===== src/rtl/pbit_decode_pkg.sv =====
// Shared types and helpers for the p-bit sample decoder.
// Holds the FSM state type, default widths and the majority compare.
package pbit_decode_pkg;

    localparam int unsigned NBITS_DEF = 4;
    localparam int unsigned CNT_W_DEF = 16;

    // Widest counter the decision compare supports.
    localparam int unsigned CNT_W_MAX = 32;

    typedef enum logic [1:0] {
        ST_IDLE   = 2'd0,
        ST_SETTLE = 2'd1,
        ST_ACCUM  = 2'd2,
        ST_DONE   = 2'd3
    } dec_state_e;

    // Majority decision: 1 iff 2*count > win, evaluated one bit wider
    // than the counters so the doubling cannot wrap. Ties decide 0.
    function automatic logic decide(
        input logic [CNT_W_MAX-1:0] count,
        input logic [CNT_W_MAX-1:0] win
    );
        logic [CNT_W_MAX:0] dbl;
        logic [CNT_W_MAX:0] lim;
        dbl = {count, 1'b0};
        lim = {1'b0, win};
        return dbl > lim;
    endfunction

endpackage


===== src/rtl/pbit_bit_counter.sv =====
// One-bit ones counter with a registered majority decision.
// The decision is captured on the final sample of a window.
module pbit_bit_counter
    import pbit_decode_pkg::*;
#(
    parameter int unsigned CNT_W = CNT_W_DEF
) (
    input  logic             clk,
    input  logic             reset,
    input  logic             clear_i,
    input  logic             en_i,
    input  logic             bit_i,
    input  logic             last_i,
    input  logic [CNT_W-1:0] win_i,
    output logic             dec_o
);

    logic [CNT_W-1:0] cnt_q;
    logic [CNT_W-1:0] cnt_d;
    logic             dec_q;
    logic             dec_d;

    // Count ones while enabled; on the last sample decide from the
    // count that includes this sample. Clearing leaves the decision.
    always_comb begin
        cnt_d = cnt_q;
        dec_d = dec_q;
        if (clear_i) begin
            cnt_d = '0;
        end else if (en_i) begin
            cnt_d = cnt_q + CNT_W'(bit_i);
            if (last_i) begin
                dec_d = decide(CNT_W_MAX'(cnt_d), CNT_W_MAX'(win_i));
            end
        end
    end

    // Counter and decision registers.
    always_ff @(posedge clk or posedge reset) begin
        if (reset) begin
            cnt_q <= '0;
            dec_q <= 1'b0;
        end else begin
            cnt_q <= cnt_d;
            dec_q <= dec_d;
        end
    end

    assign dec_o = dec_q;

endmodule


===== src/rtl/pbit_sample_decoder.sv =====
// Majority decoder for stochastic p-bit adder outputs.
// Discards a burn-in period, then votes each bit over a window.
module pbit_sample_decoder
    import pbit_decode_pkg::*;
#(
    parameter int unsigned NBITS = NBITS_DEF,
    parameter int unsigned CNT_W = CNT_W_DEF
) (
    input  logic             clk,
    input  logic             reset,
    input  logic             start,
    input  logic             abort,
    input  logic [CNT_W-1:0] window,
    input  logic [CNT_W-1:0] burn_in,
    input  logic [NBITS-1:0] a_in,
    input  logic [NBITS-1:0] b_in,
    input  logic [NBITS-1:0] s_in,
    input  logic             ovf_in,
    output logic             busy,
    output logic             out_valid,
    input  logic             out_ready,
    output logic [NBITS-1:0] a_dec,
    output logic [NBITS-1:0] b_dec,
    output logic [NBITS-1:0] s_dec,
    output logic             ovf_dec
);

    localparam int unsigned NB = 3 * NBITS + 1;

    dec_state_e       state_q;
    dec_state_e       state_d;
    logic [CNT_W-1:0] win_q;
    logic [CNT_W-1:0] win_d;
    logic [CNT_W-1:0] burn_q;
    logic [CNT_W-1:0] burn_d;
    logic [CNT_W-1:0] settle_q;
    logic [CNT_W-1:0] settle_d;
    logic [CNT_W-1:0] samp_q;
    logic [CNT_W-1:0] samp_d;

    logic [CNT_W-1:0] w_eff;
    logic             settle_done;
    logic             samp_last;
    logic             cnt_clr;
    logic             cnt_en;
    logic [NB-1:0]    smp_vec;
    logic [NB-1:0]    dec_vec;

    // A zero window still takes one sample.
    assign w_eff = (win_q == '0) ? CNT_W'(1) : win_q;

    // SETTLE is only entered with a non-zero burn-in.
    assign settle_done = (settle_q == burn_q - CNT_W'(1));
    assign samp_last   = (samp_q == w_eff - CNT_W'(1));

    // State register.
    always_ff @(posedge clk or posedge reset) begin
        if (reset) begin
            state_q <= ST_IDLE;
        end else begin
            state_q <= state_d;
        end
    end

    // Next-state logic; abort overrides everything.
    always_comb begin
        state_d = state_q;
        if (abort) begin
            state_d = ST_IDLE;
        end else begin
            unique case (state_q)
                ST_IDLE: begin
                    if (start) begin
                        if (burn_in == '0) begin
                            state_d = ST_ACCUM;
                        end else begin
                            state_d = ST_SETTLE;
                        end
                    end
                end
                ST_SETTLE: begin
                    if (settle_done) begin
                        state_d = ST_ACCUM;
                    end
                end
                ST_ACCUM: begin
                    if (samp_last) begin
                        state_d = ST_DONE;
                    end
                end
                ST_DONE: begin
                    if (out_ready) begin
                        state_d = ST_IDLE;
                    end
                end
                default: state_d = ST_IDLE;
            endcase
        end
    end

    // Outputs decoded from the registered state only.
    always_comb begin
        busy      = (state_q != ST_IDLE);
        out_valid = (state_q == ST_DONE);
    end

    // Run parameters, burn-in and sample counters, bit-counter controls.
    always_comb begin
        win_d    = win_q;
        burn_d   = burn_q;
        settle_d = settle_q;
        samp_d   = samp_q;
        cnt_clr  = 1'b0;
        cnt_en   = 1'b0;
        if (abort) begin
            settle_d = '0;
            samp_d   = '0;
            cnt_clr  = 1'b1;
        end else begin
            unique case (state_q)
                ST_IDLE: begin
                    if (start) begin
                        win_d    = window;
                        burn_d   = burn_in;
                        settle_d = '0;
                        samp_d   = '0;
                        cnt_clr  = 1'b1;
                    end
                end
                ST_SETTLE: begin
                    settle_d = settle_q + CNT_W'(1);
                end
                ST_ACCUM: begin
                    samp_d = samp_q + CNT_W'(1);
                    cnt_en = 1'b1;
                end
                default: begin
                end
            endcase
        end
    end

    // Latched run parameters and progress counters.
    always_ff @(posedge clk or posedge reset) begin
        if (reset) begin
            win_q    <= '0;
            burn_q   <= '0;
            settle_q <= '0;
            samp_q   <= '0;
        end else begin
            win_q    <= win_d;
            burn_q   <= burn_d;
            settle_q <= settle_d;
            samp_q   <= samp_d;
        end
    end

    assign smp_vec = {ovf_in, s_in, b_in, a_in};

    for (genvar i = 0; i < NB; i++) begin : g_bit
        pbit_bit_counter #(
            .CNT_W(CNT_W)
        ) u_cnt (
            .clk    (clk),
            .reset  (reset),
            .clear_i(cnt_clr),
            .en_i   (cnt_en),
            .bit_i  (smp_vec[i]),
            .last_i (samp_last),
            .win_i  (w_eff),
            .dec_o  (dec_vec[i])
        );
    end

    assign a_dec   = dec_vec[NBITS-1:0];
    assign b_dec   = dec_vec[2*NBITS-1:NBITS];
    assign s_dec   = dec_vec[3*NBITS-1:2*NBITS];
    assign ovf_dec = dec_vec[3*NBITS];

endmodule


===== config.mk =====
export PLATFORM = sky130hd
export DESIGN_NAME = pbit_sample_decoder
export DESIGN_NICKNAME = d
export VERILOG_FILES = /design/src/rtl/pbit_decode_pkg.sv /design/src/rtl/pbit_bit_counter.sv /design/src/rtl/pbit_sample_decoder.sv
export SDC_FILE = /design/constraint.sdc
export NUM_CORES = 1
export LEC_CHECK = 0
export ABC_AREA = 1
export CAP_MARGIN = 15
export CORE_ASPECT_RATIO = 0.7
export CORE_UTILIZATION = 29
export DETAILED_ROUTE_END_ITERATION = 8
export GPL_ROUTABILITY_DRIVEN = 0
export PLACE_DENSITY = 0.54
export SLEW_MARGIN = 0
export SYNTH_ARGS = -nofsm -noshare
export SYNTH_HDL_FRONTEND = slang
export SYNTH_SLANG_ARGS = --single-unit

===== constraint.sdc =====
create_clock -name clk -period 14.3 [get_ports clk]
set_input_delay 2.86 -clock clk [delete_from_list [all_inputs] [get_ports clk]]
set_output_delay 2.86 -clock clk [all_outputs]
set_load 0.1 [all_outputs]

==> summary.txt <==
Status
  • Status: complete, no violations

Route
  • First DRT Iteration DRCs: between 1000 and 1500
  • Vias per cell: 4.71
  • Routed WL: approximately 60000 µm
  • DR pass1 iterations: 5
  • Wire per inst: 15.7 µm
  • Post-route ant nets: 0
  • Drt drc: 0
  • Vias: about 17000

Setup path
  • Required @ worst endpoint: approximately 15 ns
  • Signal arrival time at the worst endpoint: ~6.3 ns
  • Reg2Reg Depth: 19
  • FF-to-FF setup slack: a little over 10 ns
  • Reg-to-reg critical path endpoint: g_bit[12].u_cnt.dec_o$_DFFE_PP0P_
  • Critical Path Source Type: primary input
  • CP Capture Type: register
  • Crit Reg-Reg Startpoint: win_q[2]$_DFFE_PP0P_
  • Crit-path max FO: 2
  • Critical path class: primary input to register

Final layout
  • Most frequent cells in the layout: nand2_1, inv_1, dfrtp_1, ha_1, nor2_1
  • Final core utilization: 0.336
  • Fin nets: between 3000 and 4000
  • Commonest non-fill, non-tap cell in the layout: nand2_1
  • Layout cell share with drive strength beyond 1: 0.0482
  • Post-route cell area: ~24000 µm²
  • N_diodes: 0
  • Area growth syn-to-layout: 13.8%

Worst hold path
  • Tightest Hold Check Type: register to register
  • HP Start: g_bit[2].u_cnt.dec_o$_DFFE_PP0P_
  • Hold depth: 2
  • Worst Hold End: g_bit[2].u_cnt.dec_o$_DFFE_PP0P_

Global route
  • Antenna violations before repair: 0
  • First-pass GRT wire length: 93500 µm
  • Vias in the first global route: around 16000
  • Total GRT Usage: 0.163
  • Total gr overflow: 0
  • Largest net degree at the start of global routing: about 110

Clock tree
  • TritonCTS clock tree: built
  • TritonCTS buffer count: 34
  • CTS resizes: 0
  • Clock buffer depth: 3
  • Clock Sinks: around 290
  • Clk root buf: clkbuf_16
  • H-Tree Depth: 2
  • Hold-fix buffers, CTS: 0
  • Clock Latency Late Sink: 0.54 ns
  • Clk pin slew, worst setup/hold paths: approximately 0.060 ns
  • Post-CTS setup repair buffer count: 0

Floorplan
  • Die Wd: ~320 µm
  • Initial core utilization: 0.295
  • Core Footprint: approximately 70000 µm²
  • Die H: 226 µm
  • Top Ports: 65
  • Row cnt: 81
  • Die area: approximately 73000 µm²

Power
  • P_leak: 11.7 nW
  • Maximum VDD drop: approximately 92 µV
  • Pwr dens: 122 nW/µm²

Yosys
  • Syn avg cell area: just under 8 µm²
  • Register area share after synthesis: 0.347
  • Post-Syn Instances: 2679
  • Synth Register Bits: 287
  • Post-synthesis instance area: approximately 21000 µm²
  • Post-synth EDFFs: 0
  • Asr flop ratio synth: 1.00
  • Ys flop type: dfrtp_1
  • Syn nets: 2958
  • Yosys synthesis warning count: 0
  • Synth unique cells: 51

Placed design
  • IO buf count: 64
  • Post-DP HPWL: 40100 µm
  • Pre-CTS setup slack: roughly 8 ns
  • Area after DPL: 22400 µm²

Timing
  • Period utilization: 0.409
  • Post-route setup slack: between 8 and 9 ns
  • RSZ-0062 raised after global routing: no
  • Clk_skew: roughly 0.018 ns
  • FMAX: around 170 MHz
  • Hold Fails Final Rpt: 0
  • TNS Setup: 0 ns
  • Tmin final: approximately 5.9 ns
  • Finish-stage setup viols: 0
  • Pins over their slew limit: 0
  • Max_slew headroom: 0.174
  • Worst Max-Slew Pin Slew: 1.24 ns

Job
  • Max-cap violation count: 0
worst max-delay path: stages:
cell and delay [ns]:
clkdlybuf4s50_1 0.46, ha_1 0.18, ha_1 0.19, nand3_1 0.12, nor3_1 0.27, nand3_1 0.18
nor3_1 0.28, nand3_1 0.16, nor2_1 0.14, xor2_1 0.20, inv_1 0.07, ha_1 0.31
nand3_1 0.10, inv_1 0.04, a221oi_1 0.28, nand2_1 0.08, a21boi_0 0.22, o21ai_2 0.09
cells in the mapped netlist, drive strengths merged (19+ instances only):
library cell | count | area share
buf | 26 | 0.0081
nor3 | 78 | 0.020
a211oi | 19 | 0.0069
a22o | 29 | 0.012
dfrtp | 287 | 0.35
o22ai | 76 | 0.023
nand4 | 77 | 0.024
nor2 | 228 | 0.042
xor2 | 159 | 0.067
nand3 | 140 | 0.034
nand2 | 577 | 0.11
a21oi | 106 | 0.026
o21ai | 140 | 0.035
ha | 229 | 0.14
inv | 370 | 0.067
clkbuf | 41 | 0.0074
state kept, by name, indices dropped and copies added, names as in the netlist:
name and count:
g_bit.u_cnt.cnt_q 208, burn_q 16, samp_q 16, settle_q 16, win_q 16, g_bit.u_cnt.dec_o 13
state_q 2
per-layer routing:
metal / vias up / share of wire / global-route usage
li1: 9033 / - / -
met1: 8071 / 0.55 / 0.260
met2: 319 / 0.38 / 0.227
met3: 63 / 0.045 / 0.0233
met4: 0 / 0.016 / 0.0344
met5: - / 0 / 0
layout make-up:
class                      instances  area, µm²
clock inverter                     5       53.8
fill                            7362      46600
tap                              954       1190
clock buffer                      55       1100
timing repair buffer              86        806
sequential                       287       7180
multi-input combinational       1955      11800
inverter                         370       1400
where the power goes:
part | internal (mW) | total, mW | switching, mW | leakage, nW
combinational | 0.295 | 1.03 | 0.739 | 7.21
clock | 0.544 | 0.914 | 0.370 | 0.575
sequential | 0.863 | 0.924 | 0.0607 | 3.93
logic make-up (layout without fill, tap and decap cells):
logic type	Yosys count	after routing	share of synthesized area
DFF	287	287	0.347
adders and majority gates	229	229	0.138
and+or+nand+nor	1140	1140	0.240
muxes	4	4	0.00217
buffers and inverters	437	516	0.0826
xor gates and xnor gates	175	175	0.0740
AOI/OAI and AO/OA	407	407	0.117
metrics by stage:
step	instances	hold WS, ns	total power [mW]
final	3712	0.492	2.87
after global routing	3712	0.522	3.06
after CTS	3712	0.493	2.90
after detailed placement	3652	0.472	1.97
after global placement	3652	0.473	1.96
after floorplan	2679	0.450	1.57
how the worst max path moves through the flow:
stage,end,cells after the start,slack (ns),from
finish,g_bit[12].u_cnt.dec_o$_DFFE_PP0P_,18,8.45,ovf_in
global route,g_bit[12].u_cnt.dec_o$_DFFE_PP0P_,18,8.05,ovf_in
CTS,g_bit[12].u_cnt.dec_o$_DFFE_PP0P_,18,8.42,ovf_in
detailed placement,g_bit[12].u_cnt.dec_o$_DFFE_PP0P_,18,7.88,ovf_in
global placement,g_bit[12].u_cnt.dec_o$_DFFE_PP0P_,18,7.92,ovf_in
floorplan,burn_q[0]$_DFFE_PP0P_,1,3.52,reset
Power figures use the tool's default switching activity.
==> patch 1 (same flow settings) <==
`CNT_W_DEF`: 16 -> 18.
--- a/src/rtl/pbit_decode_pkg.sv
+++ b/src/rtl/pbit_decode_pkg.sv
@@ -3,7 +3,7 @@
 package pbit_decode_pkg;
 
     localparam int unsigned NBITS_DEF = 4;
-    localparam int unsigned CNT_W_DEF = 16;
+    localparam int unsigned CNT_W_DEF = 18;
 
     // Widest counter the decision compare supports.
     localparam int unsigned CNT_W_MAX = 32;
Ports: changed (resized burn_in and window); port bits go from 65 to 69. The function was not compared with the original's and may differ.
==> patch 1 against the original RTL <==
  * Setup slack worse by 0.27 ns
  * Final area increased by 17%
  * Via count up 24%
  * Sequential cell count increased by 34
  * Wire length grew 28%
  * Critical endpoint is now g_bit[11].u_cnt.dec_o$_DFFE_PP0P_
  * Maximum frequency down 4.4%
  * Die area grew 17%
  * Total power up 21%
  * Area after synthesis increased by 18%
  * Critical path depth is the same
==> patch 1: results (changes against the original RTL) <==
- Met1 Use GR: 27.28% (+1.3 points)
- Overall routing resource usage: 17.65% (+1.3 points)
- Non-clock buffers: 96 (+12%)
- Sequential area share after synthesis: 32.98% (-1.7 points)
- ClkCell Share: 4.755% (-0.14 points)
- Postcts setup bufs: 0 (unchanged)
- Worst hold slack: 0.5123 ns (+0.02076 ns)
- CP Data Arrival Time: 6.59 ns (+0.34 ns)
- Worst skew pair latency: 0.60 ns (+0.06 ns)
- Slowest cell delay on critical path: 0.48 ns (+0.02 ns)
- Leak Pwr: 13.30 nW (+14%)
- TritonCTS Sinks: 321 (+12%)
- Port bufs: 68 (+6.3%)
- DRT iter0 DRCs: 1680 (+29%)
- Status: finished, final reports clean
- Initial antenna violation count: 2 (+2)
- Met1 wire length: 39.36 mm (+22%)
- Final Cell Area: 27630 um^2 (+17%)
- Wire per inst: 16.73 um (+6.5%)
- Adder-cell share of the synthesized area: 13.10% (-0.73 points)
- Layout cell share with drive strength beyond 1: 4.835% (+0.012 points)
- Worst vdd ir: 0.08256 mV (-11%)
- Net count, final: 3609 (+20%)
- Vias per cell: 4.876 (+3.5%)
- Dpl hpwl: 50.54 mm (+26%)
- Compound-Gate Fraction of Synth Area: 10.47% (-1.2 points)
- Crit path max fanout: 5 (+3)
- Mapped cell area: 24360 um^2 (+18%)
- Filler cells: 8851 (+20%)
- Place WS: 7.749 ns (-0.1273 ns)
- Most common library cells after synthesis: nand2_1 (620), inv_1 (475), dfrtp_1 (321)
- Grt met2 use: 24.82% (+2.1 points)
- Post-Syn Area per Cell: 7.500 um^2 (-3.1%)
- Sequential Area: 8033 um^2 (+12%)
- Met2 routed WL: 28.92 mm (+29%)
- Clk buf depth: 3 (unchanged)
- Clock buffers: 53 (-3.6%)
- Cts bufs inserted: 39 (+15%)
- Signal buf overhead: 3.270% (-0.15 points)
- Multi-input gates: 2350 (+20%)
- Power Density: 125.3 nW/um^2 (+3.0%)
- Mux cell area share after synthesis: 0.4623% (+0.24 points)
- First-pass GRT wire length: 118.3 mm (+27%)
- Multi-input logic area: 14110 um^2 (+19%)
- WL met3: 4.905 mm (+85%)
- Inverters, non-clock: 492 (+33%)
- Placed Instances: 4384 (+20%)
- Clock power share: 30.3% (-1.5 points)
- Placed Area: 26310 um^2 (+17%)
- Final Skew: 0.02985 ns (+0.01222 ns)
- Yosys cell types: 55 (+7.8%)
- Vias in the first global route: 20440 (+24%)
- Slew @ Worst Pin: 1.206 ns (-0.03223 ns)
- Comb power frac: 39.4% (+3.4 points)
- Largest net degree at the start of global routing: 118 (+9.3%)
==> patch 1: changes by cell type after synthesis, sizes merged, moves of 26 or more <==
cell	delta
dfrtp	+34
a22o	-28
nand3	+91
inv	+118
nand4	+50
nor2	+66
xor2	+40
o22ai	+34
nand2	+49
ha	+26
==> patch 1: worst paths after layout <==
path                                                      from                                  end  cells after the start
max in group asynchronous                                reset               samp_q[10]$_DFFE_PP0P_                      4
hold / removal             g_bit[3].u_cnt.cnt_q[0]$_DFFE_PP0P_  g_bit[3].u_cnt.cnt_q[0]$_DFFE_PP0P_                      2
hold reg to reg            g_bit[3].u_cnt.cnt_q[0]$_DFFE_PP0P_  g_bit[3].u_cnt.cnt_q[0]$_DFFE_PP0P_                      2
min in group asynchronous                                reset  g_bit[3].u_cnt.cnt_q[5]$_DFFE_PP0P_                      2
setup / recovery                                       s_in[3]    g_bit[11].u_cnt.dec_o$_DFFE_PP0P_                     18
setup reg to reg                         win_q[12]$_DFFE_PP0P_    g_bit[11].u_cnt.dec_o$_DFFE_PP0P_                     14
==> patch 2 (same settings) <==
Without the edit above. Encoding of `dec_state_e`: now one-hot (4 bits for 4 states).
--- a/src/rtl/pbit_decode_pkg.sv
+++ b/src/rtl/pbit_decode_pkg.sv
@@ -8,11 +8,11 @@
     // Widest counter the decision compare supports.
     localparam int unsigned CNT_W_MAX = 32;
 
-    typedef enum logic [1:0] {
-        ST_IDLE   = 2'd0,
-        ST_SETTLE = 2'd1,
-        ST_ACCUM  = 2'd2,
-        ST_DONE   = 2'd3
+    typedef enum logic [3:0] {
+        ST_IDLE   = 4'b0001,
+        ST_SETTLE = 4'b0010,
+        ST_ACCUM  = 4'b0100,
+        ST_DONE   = 4'b1000
     } dec_state_e;
 
     // Majority decision: 1 iff 2*count > win, evaluated one bit wider
Behaviour: no difference found for any inputs over 4 cycles, from zero or initial values and one cycle with reset high; so few cycles prove little.
==> patch 2 against the original RTL <==
  * Total power decreased by 2.3%
  * Setup slack got worse by 0.50 ns
  * First-iteration DRC count increased by 9.5%
  * Wire length increased by 6.7%
  * Final area increased by 1.6%
  * Combinational power about the same
  * Sequential cell count increased by 2
  * Clock skew decreased by 0.0036 ns
  * Area after synthesis increased by 2.4%
  * Largest cell class unchanged
==> patch 2: results (changes against the original RTL) <==
- Status: finished, final reports clean
- Root Driver: clkbuf_16
- CP Data Arrival Time: 6.79 ns (+0.54 ns)
- Placed Area: 22950 um^2 (+2.3%)
- Compound-Gate Fraction of Synth Area: 12.59% (+0.90 points)
- Cell Count, Final, Fillers Out: 3813 (+2.7%)
- Final Skew: 0.01399 ns (-0.003637 ns)
- Fraction of area in multi-input gates: 50.72% (+0.49 points)
- Drt total wl: 62.18 mm (+6.7%)
- Most common library cells after synthesis: nand2_1 (589), inv_1 (395), dfrtp_1 (288)
- R2R setup slack: 10.23 ns (-0.12 ns)
- Comb power frac: 36.6% (+0.6 points)
- Syn_nets: 3053 (+3.2%)
- First-pass GRT wire length: 98.77 mm (+5.7%)
- Mux cell area share after synthesis: 0% (-0.22 points)
- Area contributors post-synth: dfrtp_1 (34%), ha_1 (13%), nand2_1 (10%)
- DRT iter0 DRCs: 1429 (+9.5%)
- Inverters, non-clock: 404 (+9.2%)
- Slew @ Worst Pin: 1.179 ns (-0.05943 ns)
- Sw frac: 41.69% (+0.95 points)
- Post-Syn Area per Cell: 7.637 um^2 (-1.3%)
- Worst hold slack: 0.4890 ns (-0.002563 ns)
- Filler cells: 7620 (+3.5%)
- Sequential Area: 7233 um^2 (+0.71%)
- Clock buffers: 51 (-7.3%)
- Largest net degree at the start of global routing: 124 (+15%)
- Worst vdd ir: 0.08082 mV (-12%)
- Layout cell share with drive strength beyond 1: 4.250% (-0.57 points)
- Leak Pwr: 11.78 nW (+0.59%)
- ClkCell Share: 4.285% (-0.61 points)
- Area growth, synth to finish: 13.01%
- Non-clock buffers: 86 (unchanged)
- Sequential area share after synthesis: 34.09% (-0.56 points)
- XOR/XNOR Fraction of Synth Area: 6.900% (-0.50 points)
- Synth async-reset ratio: 100.0% (unchanged)
- Vias per cell: 4.802 (+1.9%)
- Placed Instances: 3759 (+2.9%)
- Overall routing resource usage: 16.76% (+0.41 points)
- Signal buf overhead: 3.413% (about the same)
- Multi-input gates: 2014 (+3.0%)
- Crit path max fanout: 70 (+68)
- Adder-cell share of the synthesized area: 13.27% (-0.56 points)
- TritonCTS Sinks: 289 (+0.70%)
- Max H-tree Level: 2 (unchanged)
- Dpl hpwl: 42.42 mm (+5.8%)
- Yosys cell types: 55 (+7.8%)
-- patch 2: worst max-delay path, stage by stage --
cell and delay [ns]:
clkdlybuf4s50_1 0.58, inv_1 0.07, buf_4 0.30, nand2_4 0.32
buf_4 0.76, nand2_4 0.31, clkinv_2 0.45, buf_4 0.65
nor3_1 0.14, a221oi_1 0.26
-- patch 2: path summary, 6_finish.rpt --
| kind | cells past startpoint | end | startpoint |
|---|---|---|---|
| min in group asynchronous | 2 | g_bit[9].u_cnt.cnt_q[11]$_DFFE_PP0P_ | reset |
| hold reg to reg | 2 | g_bit[11].u_cnt.dec_o$_DFFE_PP0P_ | g_bit[11].u_cnt.dec_o$_DFFE_PP0P_ |
| max in group asynchronous | 3 | win_q[10]$_DFFE_PP0P_ | reset |
| hold / removal | 2 | g_bit[11].u_cnt.dec_o$_DFFE_PP0P_ | g_bit[11].u_cnt.dec_o$_DFFE_PP0P_ |
| setup / recovery | 10 | samp_q[8]$_DFFE_PP0P_ | abort |
| setup reg to reg | 19 | g_bit[8].u_cnt.dec_o$_DFFE_PP0P_ | win_q[8]$_DFFE_PP0P_ |
-- patch 2: through the flow --
stage	power, W	worst slack [ns]
after floorplan	0.001563	3.464
after global placement	0.001952	7.407
after detailed placement	0.001959	7.406
after CTS	0.002825	7.981
after global routing	0.002973	7.724
final	0.002806	7.946
-- patch 2: cell families (layout without fill, tap and decap cells) --
group,count (synthesis),in the layout
buffers and inverters,475,544
AND/OR/NAND/NOR,1176,1176
AO/OA/AOI/OAI,449,449
flip-flops,289,289
adder cells (fa/ha/maj),225,225
XOR/XNOR,164,164
-- patch 2: metal layers --
metal  vias up  wire length (um)  track usage [%]
li1       9396                 -                -
met1      8461             34300            27.14
met2       386             23390            22.51
met3        66              3401            2.751
met4         0              1097            3.538
met5         -                 0                0
